[src/rtl/ntt_bfly_addr_gen_pkg.sv]
// rtl/ntt_bfly_addr_gen_pkg.sv - shared types and constants for the NTT butterfly address generator
package ntt_bfly_addr_gen_pkg;

    localparam int LOG_N_DEFAULT = 3;

    typedef enum logic [1:0] {
        ST_IDLE = 2'd0,
        ST_RUN  = 2'd1,
        ST_DONE = 2'd2
    } state_e;

    // Butterfly transfers in one full schedule: LOG_N stages of N/2 butterflies.
    function automatic int xfer_count(input int log_n);
        return log_n * (1 << (log_n - 1));
    endfunction

endpackage

[src/rtl/ntt_bfly_addr_gen_stage_counter.sv]
// rtl/ntt_bfly_addr_gen_stage_counter.sv - up/down counter with load, enable and terminal-count flag
module ntt_bfly_addr_gen_stage_counter #(
    parameter int W = 2
) (
    input  logic         clk,
    input  logic         rst,
    input  logic         load,
    input  logic [W-1:0] load_val,
    input  logic         en,
    input  logic         down,
    input  logic [W-1:0] term,
    output logic [W-1:0] count,
    output logic         tc
);

    assign tc = (count == term);

    // Reaching terminal count while enabled reloads, so the index counter wraps per stage.
    always_ff @(posedge clk or negedge rst) begin
        if (!rst) begin
            count <= '0;
        end else if (load) begin
            count <= load_val;
        end else if (en) begin
            if (tc)
                count <= load_val;
            else if (down)
                count <= count - W'(1);
            else
                count <= count + W'(1);
        end
    end

endmodule

[src/rtl/ntt_bfly_addr_gen.sv]
// rtl/ntt_bfly_addr_gen.sv - butterfly schedule sequencer emitting address pairs, twiddle index and stage
module ntt_bfly_addr_gen
    import ntt_bfly_addr_gen_pkg::*;
#(
    parameter  int LOG_N = LOG_N_DEFAULT,
    localparam int STG_W = (LOG_N > 2) ? $clog2(LOG_N) : 1
) (
    input  logic               clk,
    input  logic               rst,
    input  logic               start,
    input  logic               inverse,
    output logic               out_valid,
    input  logic               out_ready,
    output logic [LOG_N-1:0]   addr_a,
    output logic [LOG_N-1:0]   addr_b,
    output logic [LOG_N-2:0]   tw_idx,
    output logic [STG_W-1:0]   stage,
    output logic               busy,
    output logic               done
);

    localparam int              IW     = LOG_N - 1;
    localparam int              N_HALF = 1 << (LOG_N - 1);
    localparam logic [STG_W-1:0] S_LAST = STG_W'(LOG_N - 1);
    localparam logic [IW-1:0]    I_LAST = IW'(N_HALF - 1);

    state_e           state;
    logic             dir;
    logic [STG_W-1:0] s;
    logic [IW-1:0]    i;
    logic             s_tc;
    logic             i_tc;
    logic             hs;
    logic             start_go;

    assign hs       = out_valid & out_ready;
    assign start_go = (state == ST_IDLE) & start;

    ntt_bfly_addr_gen_stage_counter #(.W(STG_W)) u_stage_cnt (
        .clk      (clk),
        .rst      (rst),
        .load     (start_go),
        .load_val (inverse ? S_LAST : '0),
        .en       (hs & i_tc & ~s_tc),
        .down     (dir),
        .term     (dir ? '0 : S_LAST),
        .count    (s),
        .tc       (s_tc)
    );

    ntt_bfly_addr_gen_stage_counter #(.W(IW)) u_index_cnt (
        .clk      (clk),
        .rst      (rst),
        .load     (start_go),
        .load_val ('0),
        .en       (hs),
        .down     (1'b0),
        .term     (I_LAST),
        .count    (i),
        .tc       (i_tc)
    );

    always_ff @(posedge clk or negedge rst) begin
        if (!rst) begin
            state     <= ST_IDLE;
            dir       <= 1'b0;
            out_valid <= 1'b0;
            busy      <= 1'b0;
            done      <= 1'b0;
        end else begin
            case (state)
                ST_IDLE: begin
                    done <= 1'b0;
                    if (start) begin
                        state     <= ST_RUN;
                        dir       <= inverse;
                        out_valid <= 1'b1;
                        busy      <= 1'b1;
                    end
                end
                ST_RUN: begin
                    if (hs && i_tc && s_tc) begin
                        state     <= ST_DONE;
                        out_valid <= 1'b0;
                        busy      <= 1'b0;
                        done      <= 1'b1;
                    end
                end
                ST_DONE: begin
                    state <= ST_IDLE;
                    done  <= 1'b0;
                end
                default: begin
                    state     <= ST_IDLE;
                    out_valid <= 1'b0;
                    busy      <= 1'b0;
                    done      <= 1'b0;
                end
            endcase
        end
    end

    // j = low s bits of i, k = i >> s; the mask wraps to all ones on the last stage.
    logic [IW-1:0]    j_mask;
    logic [IW-1:0]    j;
    logic [IW-1:0]    k;
    logic [STG_W:0]   s_p1;
    logic [STG_W:0]   tw_sh;
    logic [LOG_N-1:0] pair_a;
    logic [LOG_N-1:0] pair_b;
    logic [IW-1:0]    tw_raw;

    assign j_mask = (IW'(1) << s) - IW'(1);
    assign j      = i & j_mask;
    assign k      = i >> s;
    assign s_p1   = {1'b0, s} + (STG_W + 1)'(1);
    assign tw_sh  = (STG_W + 1)'(LOG_N - 1) - {1'b0, s};
    assign pair_a = ({1'b0, k} << s_p1) | {1'b0, j};
    assign pair_b = pair_a | (LOG_N'(1) << s);
    assign tw_raw = j << tw_sh;

    assign addr_a = out_valid ? pair_a : '0;
    assign addr_b = out_valid ? pair_b : '0;
    assign tw_idx = out_valid ? tw_raw : '0;
    assign stage  = out_valid ? s      : '0;

endmodule

[config.mk]
export PLATFORM = sky130hd
export DESIGN_NAME = ntt_bfly_addr_gen
export DESIGN_NICKNAME = d
export VERILOG_FILES = /design/src/rtl/ntt_bfly_addr_gen_pkg.sv /design/src/rtl/ntt_bfly_addr_gen_stage_counter.sv /design/src/rtl/ntt_bfly_addr_gen.sv
export SDC_FILE = /design/constraint.sdc
export NUM_CORES = 1
export LEC_CHECK = 0
export ABC_AREA = 1
export CAP_MARGIN = 20
export CORE_MARGIN = 2
export CORE_UTILIZATION = 46
export CTS_CLUSTER_DIAMETER = 150
export CTS_CLUSTER_SIZE = 20
export DETAILED_ROUTE_END_ITERATION = 10
export HOLD_SLACK_MARGIN = 0.03
export MAX_ROUTING_LAYER = met4
export PLACE_DENSITY_LB_ADDON = 0.05
export SYNTH_ARGS = -nofsm -noshare
export SYNTH_HDL_FRONTEND = slang
export SYNTH_SLANG_ARGS = --single-unit
[constraint.sdc]
create_clock -name clk -period 2.5 [get_ports clk]
set_clock_uncertainty 0.15 [all_clocks]
set_input_delay 0.625 -clock clk [delete_from_list [all_inputs] [get_ports clk]]
set_output_delay 0.625 -clock clk [all_outputs]
set_load 0.005 [all_outputs]
* After elaboration in Yosys (flattened, before gate mapping)
Index checks and enable logic that the tools add are counted.
Word-level totals: output and inout bits 13, flip-flop bits (word level) 9, bits of input ports 5
Cells by class: equal/unequal tests 6, $add $sub $neg 6, shifts and indexed selects 5, reduce and logical (&&, ||, !) cells 8, bitwise gates (word level) 9, muxes and demuxes 21
Operators with widths (count):
- $mux W2 | 13
- $mux W3 | 2
- $add A2 B1 Y2 const B | 2
- $and A1 B1 Y1 | 4
- $eq A2 B2 Y1 const B | 2
- $mux W1 | 4
- $ne A2 B2 Y1 const B | 2
- $pmux W2 S2 | 1
- $reduce_and A2 Y1 | 2
- $reduce_bool A2 Y1 | 2
- $add A2 B1 Y3 const B | 1
- $or A3 B2 Y3 | 1
- $or A3 B3 Y3 | 1
- $pmux W1 S3 | 1
- $reduce_and A3 Y1 | 1
- $shl A1 B2 Y3 const A | 1
- $shl A2 B3 Y2 | 1
- $shl A2 B3 Y3 | 1
- $sub A2 B2 Y3 const A | 1
- $and A2 B2 Y2 | 1
- $eq A2 B1 Y1 const B | 1
- $eq A2 B2 Y1 | 1
- $logic_and A1 B1 Y1 | 2
- $logic_not A2 Y1 | 1
- other kinds (5) | 6

* Longest topological paths before layout
word-level depth 6, depth in mapped cells 9, depth with buffers taken out 9

* Hierarchy
A second synthesis with hierarchy kept.
Unflattened totals: cell total of the unflattened synthesis 149, area, all modules 874.6 µm²
Modules (own cells, without submodules):
- ntt_bfly_addr_gen | area each 474.2 µm², cells an instance 73, sequential area each 125.1 µm², times used 1
- ntt_bfly_addr_gen_stage_counter | area each 200.2 µm², cells an instance 38, sequential area each 50.0 µm², times used 2

* Least setup slack after synthesis
OpenSTA, ideal clock, no wires.
path kind register -> output, from reg u_stage_cnt.count[0], to out addr_a[2], setup slack 0.394 ns, data arrival time 1.331 ns, cell stages (with the launch flop) 5, data required time 1.725 ns, cells stage by stage dfrtp_1 -> inv_1 -> ha_1 -> or2_0 -> a211oi_1
Between the ends: cells in the longest elaborated chain, start to end 4, elaborated cells between the ends (all ways) 5, classes of those cells add/sub (1); shift (2); mux (1); bitwise (1)
Ends and longest elaborated chain:
- start, declared | RTL line ntt_bfly_addr_gen_stage_counter.sv:12 | output logic [W-1:0] count,
- start signal, assigned | RTL line ntt_bfly_addr_gen_stage_counter.sv:23 | count <= load_val;
- start signal, assigned | RTL line ntt_bfly_addr_gen_stage_counter.sv:26 | count <= load_val;
- start signal, assigned | RTL line ntt_bfly_addr_gen_stage_counter.sv:28 | count <= count - W'(1);
- $add A2 B1 Y3 / $shr A2 B2 Y2 (equally long branches) | RTL line ntt_bfly_addr_gen.sv:116, ntt_bfly_addr_gen.sv:115
- $shl A2 B3 Y3 * | RTL line ntt_bfly_addr_gen.sv:118 | assign pair_a = ({1'b0, k} << s_p1) | {1'b0, j};
- $or A3 B2 Y3 * | RTL line ntt_bfly_addr_gen.sv:118
- $mux W3 * | RTL line ntt_bfly_addr_gen.sv:122 | assign addr_a = out_valid ? pair_a : '0;
- end, declared | RTL line ntt_bfly_addr_gen.sv:14 | output logic [LOG_N-1:0] addr_a,
Every way passes the cells marked *; elsewhere a longest branch is shown, timed or not.

* Worst setup path in the final report
from reg u_stage_cnt.count[1], to out addr_a[2]
The elaborated chain is that of the path after synthesis.

==> flow_summary_export.csv <==
group,metric,value,unit
finish,layout_commonest_cell,"nand2_1",
timing,finalCritPeriodShare,0.9750,
timing,setup_viol,0,
cts,clock-sinks,9,
power_and_ir_drop,ir_drop,0.0007122,V
min_path,hold_start,"dir",
finish,layout_common_cells,"nand2_1 (32), inv_1 (13), clkdlybuf4s50_1 (10), buf_4 (10)",
finish,n_antenna_cell,0,
synthesis,synth.area.top_cells,"dfrtp_1 (33%), nand2_1 (18%), ha_1 (11%), inv_1 (8.3%), nand3_1 (7.4%)",
finish,fin_cells,139,
status,status,"complete, no violations",
floorplan,die-width,42.33,um
power_and_ir_drop,clockPowerShare,0.097,
placed_design,detailed_place_hpwl,1100,um
timing,fin_tns_setup,0,ns
synthesis,synth_top_cell_by_area,"dfrtp_1",
critical_path,crit_path_start_kind,"flop",
critical_path,r2r_setup_slack,0.66,ns
finish,fin_nets,136,
detailed_routing,finalWirelength,1598,um
job,maxCapViolCount,0,
critical_path,reg2regPathDepth,10,
detailed_routing,vias,701,
power_and_ir_drop,intPower,0.6911,mW
placed_design,portBuffers,17,
timing,tightest_slew,0.4258,ns
critical_path,critical_path.endpoint,"addr_a[2]",
cts,clockBufferDepth,2,
synthesis,synth_area,675.6,um2
synthesis,synthCells,96,
synthesis,synth.distinct_cells,21,
critical_path,rr_startpoint,"u_stage_cnt.count[1]",
power_and_ir_drop,p_leak,0.5680,nW
synthesis,seq_area_frac_synth,0.3333,
cts,htreeDepth,1,
power_and_ir_drop,power_density,1261,nW/um2
cts,cts_root_buffer,"clkbuf_4",
finish,nFillCells,111,
critical_path,crit_type,"reg -> out",
critical_path,cp-startpoint,"u_stage_cnt.count[1]",
cts,cts_buffers,3,
grt,grt_pass1_wl,2615,um
grt,grt_use_total,0.1993,
floorplan,coreArea,1334,um2
detailed_routing,vias_per_cell,5.043,
cts,clkTransAtPathRegs,0.07,ns
detailed_routing,first_pass_iters,4,
synthesis,yosys_warnings,0,
detailed_routing,ant_nets,0,
timing,slew_violations,0,
power_and_ir_drop,comb_power_share,0.685,
floorplan,start_util,0.5066,
timing,fmax,410.2,MHz
synthesis,synth_seq_cells,9,
placed_design,place_congestion,0.8215,
floorplan,rows,13,
detailed_routing,wl_per_cell,11.50,um
grt,grt_start_max_net_pins,12,
critical_path,worstPathRequired,1.73,ns
grt,grt_antenna_before_repair,0,
grt,grt_remaining_overflow,0,
power_and_ir_drop,sw_frac_of_total,0.4414,
cts,cts_tree,"yes",
critical_path,critPathCaptureType,"output pin",
finish,synthToLayoutAreaGrowth,45.19,%
synthesis,synth_nets,107,
cts,postCtsHoldBufs,0,
timing,grt_setup_unrepaired,"yes",
floorplan,dieArea,1791,um2
placed_design,placed_cell_area,872.1,um2
cts,clk-insertion-delay-late,0.28,ns
power_and_ir_drop,p_sw,0.5461,mW
finish,fin_area,980.9,um2
floorplan,fp.dieH,42.33,um
synthesis,syn_avg_cell_area,7.038,um2
critical_path,arrival,1.66,ns
critical_path,r2r-end,"u_stage_cnt.count[0]",
timing,period_needed,2.438,ns
floorplan,ioPinCount,18,
timing,slew_headroom,0.7152,
detailed_routing,drcViolationCount,0,
min_path,hold_class,"reg -> reg",
finish,drive_gt1_frac,0.2097,
critical_path,cp_max_fo,4,
placed_design,place_inst,130,
grt,grt_pass1_vias,640,
synthesis,synth_top_area_frac,0.3333,
timing,hold_violations,0,
power_and_ir_drop,p_seq_frac,0.218,
detailed_routing,drt_iter0_markers,9,
final cells by class:
type / count / area, um2 / area share
Multi-Input combinational cell: 68 / 412.9 / 0.4209
Timing Repair Buffer: 27 / 236.5 / 0.2411
Clock inverter: 1 / 5.005 / 0.005102
Sequential cell: 9 / 225.2 / 0.2296
Clock buffer: 3 / 22.52 / 0.02296
Tap cell: 15 / 18.77 / 0.01913
Inverter: 16 / 60.06 / 0.06122
Yosys cell counts, drive strengths merged:
cell,n
nor2,7
buf,3
o21ai,3
xnor2,1
a21oi,2
inv,16
or2,1
dfrtp,9
nor4,1
a211oi,1
nand2,33
nand3,10
ha,6
o211ai,1
nand4,2
power by group through the flow:
stage | clock [mW] | sequential, mW | combinational (mW)
floorplan | 0 | 0.263 | 0.446
detailed placement | 0 | 0.271 | 0.731
finish | 0.120 | 0.269 | 0.847
global placement | 0 | 0.267 | 0.718
global route | 0.130 | 0.277 | 0.955
CTS | 0.120 | 0.266 | 0.812
critical path, cell delays in order, from the launching register on:
cell	delay (ns)
dfrtp_1	0.41
inv_2	0.09
ha_4	0.22
or2_0	0.20
a211oi_1	0.20
dlygate4sd2_1	0.27
state kept, by name (all words and copies together) (netlist names):
register           count
busy                   1
dir                    1
done                   1
state                  2
u_index_cnt.count      2
u_stage_cnt.count      2
how the worst min path moves through the flow:
stage                     endpoint  slack, ns  depth (start not counted)
after floorplan               busy       0.18                          0
after global placement         dir       0.34                          2
after detailed placement       dir       0.35                          2
after CTS                      dir       0.37                          2
after global routing           dir       0.39                          2
final                          dir       0.36                          2
layer usage:
metal / share of wire / track usage / up-vias
met5: 0 / - / -
met4: 0.029 / 0.1063 / 0
met3: 0.050 / 0.05172 / 7
met2: 0.51 / 0.3323 / 19
met1: 0.41 / 0.2149 / 318
li1: - / - / 357
through the flow:
| stage | power, mW | util | hold WS, ns | worst slack, ns |
|---|---|---|---|---|
| 5_1_grt | 1.362 | 0.7355 | 0.3914 | -0.02496 |
| 2_1_floorplan | 0.7090 | - | 0.1794 | 0.3938 |
| 6_report | 1.237 | 0.7355 | 0.3587 | 0.06245 |
| 3_5_place_dp | 1.002 | 0.6538 | 0.3533 | -0.01381 |
| 4_1_cts | 1.198 | 0.7223 | 0.3704 | 0.05807 |
| 3_3_place_gp | 0.9856 | 0.6538 | 0.3400 | 0.03598 |
cell families after synthesis:
kind of cell,count (synthesis),share of synthesized area
DFF,9,0.3333
buffers and inverters,19,0.1333
and+or+nand+nor,54,0.3500
adders and majority gates,6,0.1111
AOI/OAI and AO/OA,7,0.05926
xor gates and xnor gates,1,0.01297
what timing repair did:
item,4_1_cts,5_1_grt
pin swaps,3,1
resized for setup,15,3
buffers inserted,5,0
endpoints found under the setup margin,7,4
Note: power is estimated with default switching activity, not from simulation.
